$ cat config.mk
export PLATFORM = sky130hd
export DESIGN_NAME = fetch_unit
export DESIGN_NICKNAME = d
export VERILOG_FILES = /design/src/rtl/fetch_unit.sv
export SDC_FILE = /design/constraint.sdc
export NUM_CORES = 1
export LEC_CHECK = 0
export ABC_CLOCK_PERIOD_IN_PS = 2200
export BUFFER_PORTS_ARGS = -buffer_cell sky130_fd_sc_hd__buf_2
export CORE_ASPECT_RATIO = 1.2
export CORE_MARGIN = 2
export CORE_UTILIZATION = 49
export CTS_BUF_LIST = sky130_fd_sc_hd__clkbuf_4 sky130_fd_sc_hd__clkbuf_8
export CTS_CLUSTER_DIAMETER = 50
export DETAILED_ROUTE_END_ITERATION = 8
export PLACE_DENSITY = 0.85
export SKIP_CTS_REPAIR_TIMING = 1
export SLEW_MARGIN = 20
export SYNTH_ARGS = -nofsm -noshare
export SYNTH_HDL_FRONTEND = slang
export SYNTH_SLANG_ARGS = --single-unit
$ cat constraint.sdc
create_clock -name clk -period 2.2 [get_ports clk]
set_input_delay 0.11 -clock clk [delete_from_list [all_inputs] [get_ports clk]]
set_output_delay 0.11 -clock clk [all_outputs]
set_load 0.02 [all_outputs]
$ cat src/rtl/fetch_unit.sv
// Instruction fetch stage: PC, variable-latency imem request/valid handshake,
// one-entry stall hold buffer, redirects. HLT detection enabled by FETCH_HALT_DETECT_EN.
module fetch_unit #(
  parameter int unsigned         ADDR_W   = 16,
  parameter int unsigned         INSTR_W  = 16,
  parameter logic [ADDR_W-1:0]   RESET_PC = 16'h0000
) (
  input  logic               clk,
  input  logic               rst,
  input  logic               stall_i,
  input  logic               redirect_i,
  input  logic [ADDR_W-1:0]  redirect_pc_i,
  output logic               imem_req_o,
  output logic [ADDR_W-1:0]  imem_addr_o,
  input  logic [INSTR_W-1:0] imem_rdata_i,
  input  logic               imem_valid_i,
  output logic               ifid_wren_o,
  output logic               ifid_clr_o,
  output logic [INSTR_W-1:0] ifid_instr_o,
  output logic [ADDR_W-1:0]  ifid_pc_plus2_o,
  output logic               halted_o
);

  typedef enum logic [2:0] {
    S_IDLE, S_FETCH, S_DRAIN, S_HOLD
`ifdef FETCH_HALT_DETECT_EN
    , S_HALT
`endif
  } state_t;

  state_t              r_state;
  logic [ADDR_W-1:0]   r_pc;
  logic [ADDR_W-1:0]   r_hold_pc_plus2;
  logic [INSTR_W-1:0]  r_hold_instr;

  logic [ADDR_W-1:0]   w_pc_plus2;
  state_t              w_fetch_next;
  state_t              w_hold_next;

  assign w_pc_plus2 = r_pc + ADDR_W'(2);

`ifdef FETCH_HALT_DETECT_EN
  assign w_fetch_next = (imem_rdata_i[INSTR_W-1 -: 4] == 4'hF) ? S_HALT : S_FETCH;
  assign w_hold_next  = (r_hold_instr[INSTR_W-1 -: 4] == 4'hF) ? S_HALT : S_FETCH;
`else
  assign w_fetch_next = S_FETCH;
  assign w_hold_next  = S_FETCH;
`endif

  // NOTE: redirect is tested before the state case so it wins over stall and valid everywhere.
  always_ff @(posedge clk or posedge rst) begin
    if (rst) begin
      r_state         <= S_IDLE;
      r_pc            <= RESET_PC;
      r_hold_instr    <= '0;
      r_hold_pc_plus2 <= '0;
    end else if (redirect_i) begin
      r_pc    <= redirect_pc_i;
      // A request still waiting for its valid must be drained before refetching.
      r_state <= ((r_state == S_FETCH || r_state == S_DRAIN) && !imem_valid_i) ? S_DRAIN : S_FETCH;
    end else begin
      case (r_state)
        S_IDLE:  r_state <= S_FETCH;
        S_FETCH: begin
          if (imem_valid_i) begin
            if (stall_i) begin
              r_hold_instr    <= imem_rdata_i;
              r_hold_pc_plus2 <= w_pc_plus2;
              r_state         <= S_HOLD;
            end else begin
              r_pc    <= w_pc_plus2;
              r_state <= w_fetch_next;
            end
          end
        end
        S_DRAIN: if (imem_valid_i) r_state <= S_FETCH;
        S_HOLD: begin
          if (!stall_i) begin
            r_pc    <= r_hold_pc_plus2;
            r_state <= w_hold_next;
          end
        end
`ifdef FETCH_HALT_DETECT_EN
        S_HALT:  r_state <= S_HALT;
`endif
        default: r_state <= S_IDLE;
      endcase
    end
  end

  // NOTE: every output gets a default first, so no branch can infer a latch.
  always_comb begin
    imem_req_o      = 1'b0;
    imem_addr_o     = r_pc;
    ifid_wren_o     = ~stall_i;
    ifid_clr_o      = 1'b1;
    ifid_instr_o    = '0;
    ifid_pc_plus2_o = '0;
    halted_o        = 1'b0;
    case (r_state)
      S_IDLE:  ifid_wren_o = 1'b1;
      S_FETCH: begin
        imem_req_o = 1'b1;
        if (imem_valid_i) begin
          ifid_clr_o      = 1'b0;
          ifid_instr_o    = imem_rdata_i;
          ifid_pc_plus2_o = w_pc_plus2;
        end
      end
      S_HOLD: begin
        ifid_clr_o      = 1'b0;
        ifid_instr_o    = r_hold_instr;
        ifid_pc_plus2_o = r_hold_pc_plus2;
      end
`ifdef FETCH_HALT_DETECT_EN
      S_HALT:  halted_o = 1'b1;
`endif
      default: ;
    endcase
    if (redirect_i) begin
      ifid_wren_o     = 1'b1;
      ifid_clr_o      = 1'b1;
      ifid_instr_o    = '0;
      ifid_pc_plus2_o = '0;
    end
  end

endmodule

==> impl_metrics.py <==
metrics = {
    "worst_hold_path": {
        "worstHoldPathType": "in -> reg",
    },
    "timing": {
        "period_minus_slack_ns": 2.13,
        "skew_ns": 0.00507,
        "rsz0062_at_grt": "yes",
        "layout_setup_ws_ns": 0.0666,
        "maxSlewViolCount": 0,
        "max_freq_mhz": 469,
        "period_share_pct": 97.0,
        "setup_viol": 0,
        "slew_headroom_pct": 61.9,
        "finalHoldViolations": 0,
        "worst_pin_slew_ns": 0.571,
    },
    "cells_and_area": {
        "drive_above_1_share_pct": 38.7,
        "num-fill-cells": 502,
        "syn_to_final_growth_pct": 25.5,
        "final_nets": 466,
        "register_area_um2": 1260,
        "multiInputGateArea_um2": 1700,
        "antenna_cells": 0,
    },
    "yosys": {
        "synth-xor-area-share_pct": 3.77,
        "netlist.area_leader.share_pct": 41.4,
        "syn-instance-count": 333,
        "synth.cells.most_frequent": "50 x dfrtp_1, 38 x nand2_1, 36 x nor2_1",
        "synth_compound_area_share_pct": 22.1,
        "syn_area_um2": 3020,
        "syn_area_per_cell_um2": 9.07,
        "yosys.area.top_type": "dfrtp_1",
        "yosys_warnings": 0,
        "ys.flop_type": "dfrtp_1",
        "synth.area.top_cells": "dfrtp_1 41%, mux2_2 7.8%, a22oi_1 5.5%",
        "synth_edf_count": 0,
        "post-synth-top-count-cell": "dfrtp_1",
        "synth-seq-cells": 50,
        "yosysUniqueCellTypes": 48,
        "syn_nets": 376,
        "synth_top_family_by_area": "compound AO/OA/AOI/OAI gates",
        "async_flop_share_pct": 100,
        "synth-simple-area-share_pct": 15.9,
        "post_synth_fa_ha_maj_area_fraction_pct": 2.48,
        "ys_seq_area_share_pct": 41.4,
        "synth_mux_area_share_pct": 9.48,
    },
    "global_route": {
        "grt-busiest-layer": "met2",
        "grt_pass1_wl_um": 12300,
        "grt_pass1_vias": 2703,
        "grtUsageMet3_pct": 5.04,
        "met1_usage_pct": 28.3,
        "gr-total-overflow": 0,
        "use_met2_pct": 38.5,
        "antenna_found_initial": 0,
        "grt_max_degree": 28,
        "grt.total_usage_pct": 22.7,
    },
    "clock_network": {
        "htree_levels": 2,
        "cts_tree": "yes",
        "cts.reportedPaths.clkPinSlew_ns": 0.09,
        "clk_path_buf_depth": 2,
        "numCtsBuffers": 5,
        "cts_root_buf": "clkbuf_8",
        "clock_sinks": 50,
        "clkLatencyLatePin_ns": 0.30,
    },
    "placed_design": {
        "gp_congestion": 0.968,
        "place_ws_ns": 0.195,
        "dpl.hpwl_um": 5700,
        "io_buffers": 87,
    },
    "power": {
        "irDropWorstVdd_uv": 581,
        "power.leakage_nw": 1.74,
        "power.density_nw_per_um2": 1180,
        "total_power_mw": 4.47,
    },
    "route": {
        "vias": 2870,
        "wirelength_um": 8020,
        "wire_per_inst_um": 15.9,
        "drtAntennaViolNets": 0,
        "route.detailed.drc": 0,
        "drt_pre_antenna_iters": 5,
        "routed_via_density": 5.67,
        "drtIter0Drc": 260,
    },
    "setup_path": {
        "cp.arrival_ns": 2.02,
        "path_max_fanout": 7,
        "required_ns": 2.09,
        "cp-start-kind": "register",
        "cp-end-kind": "primary output",
        "critical_path_class": "reg -> out",
    },
    "run_status": {
        "outcome": "completed",
    },
    "die": {
        "io_pins": 89,
        "die_y_um": 90.0,
        "die-area_um2": 6810,
        "rows": 31,
        "design.core.area_um2": 6010,
        "start_util_pct": 50.3,
        "die_width_um": 75.7,
    },
    "flow_run": {
        "max_cap_violations": 0,
    },
}
[state kept, by name, indices dropped and copies added (netlist names)]
name             flops
r_state              2
r_hold_pc_plus2     16
r_hold_instr        16
imem_addr_o         16
[path summary, 6_finish.rpt]
path | start | depth (start not counted) | slack (ns) | endpoint
setup reg to reg | r_state[1]$_DFFE_PP0P_ | 6 | 0.31 | imem_addr_o[3]$_DFFE_PP0P_
min in group asynchronous | rst | 3 | 0.40 | imem_addr_o[14]$_DFFE_PP0P_
setup / recovery | imem_addr_o[5]$_DFFE_PP0P_ | 5 | 0.07 | ifid_pc_plus2_o[14]
hold / removal | redirect_pc_i[2] | 3 | 0.03 | imem_addr_o[2]$_DFFE_PP0P_
hold reg to reg | r_hold_pc_plus2[7]$_DFFE_PP0P_ | 2 | 0.49 | r_hold_pc_plus2[7]$_DFFE_PP0P_
max in group asynchronous | rst | 4 | 1.16 | imem_addr_o[4]$_DFFE_PP0P_
[metrics by stage]
step           TNS (ns)  util, %  hold slack (ns)  instances  cell area [µm²]
6_report              0     63.1           0.0263        506             3790
5_1_grt          -0.603     63.1           0.0252        506             3790
4_1_cts           -1.03     60.6           -0.141        497             3640
3_5_place_dp          0     59.0            0.198        489             3550
2_1_floorplan         0        -            0.231        333             3020
3_3_place_gp          0     59.0            0.196        489             3550
[kinds of logic (layout without fill, tap and decap cells)]
logic type | after synthesis | after routing
AO/OA/AOI/OAI | 99 | 99
adder cells (fa/ha/maj) | 6 | 6
AND/OR/NAND/NOR | 103 | 103
buffers and inverters | 35 | 126
multiplexers | 26 | 26
XOR/XNOR | 13 | 13
flip-flops | 50 | 50
other | 1 | 1
[worst max-delay path, stage by stage, from the launching register on]
cell and delay [ns]:
dfrtp_2 0.46, nand4_4 0.18, or4_4 0.57, xor2_1 0.17, o21ai_0 0.15, buf_2 0.18
[layer usage]
layer | up-vias | part of all wire, %
met5 | - | 0
met4 | 0 | 1.5
met3 | 13 | 6.1
met2 | 114 | 50
met1 | 1384 | 43
li1 | 1359 | -
[placed cells by master (no fill, tap or decap), drive strengths merged, types with 3 or more instances in the layout]
cell type  count
buf          108
dfrtp         50
nand2         38
nor2          36
o21ai         33
a22oi         22
mux2          21
xnor2         12
a21oi         10
inv            9
o2bb2ai        7
clkbuf         7
ha             6
mux2i          5
a22o           5
nand3          4
or2            4
nor3           4
nor2b          3
o21bai         3
o22ai          3
a222oi         3
nand4          3
o31ai          3
nor4           3
[layout make-up]
| cell class | instances | area share [%] |
|---|---|---|
| clock inverter | 1 | 0.132 |
| sequential | 50 | 33.3 |
| tap | 82 | 2.71 |
| multi-input combinational | 248 | 44.7 |
| timing repair buffer | 109 | 15.9 |
| clock buffer | 7 | 2.38 |
| inverter | 9 | 0.891 |
[power by group]
group,switching (mW),internal (mW)
clock,0.301,0.267
sequential,0.359,1.32
combinational,1.30,0.917
No activity file was read; power rests on OpenSTA's default activity.
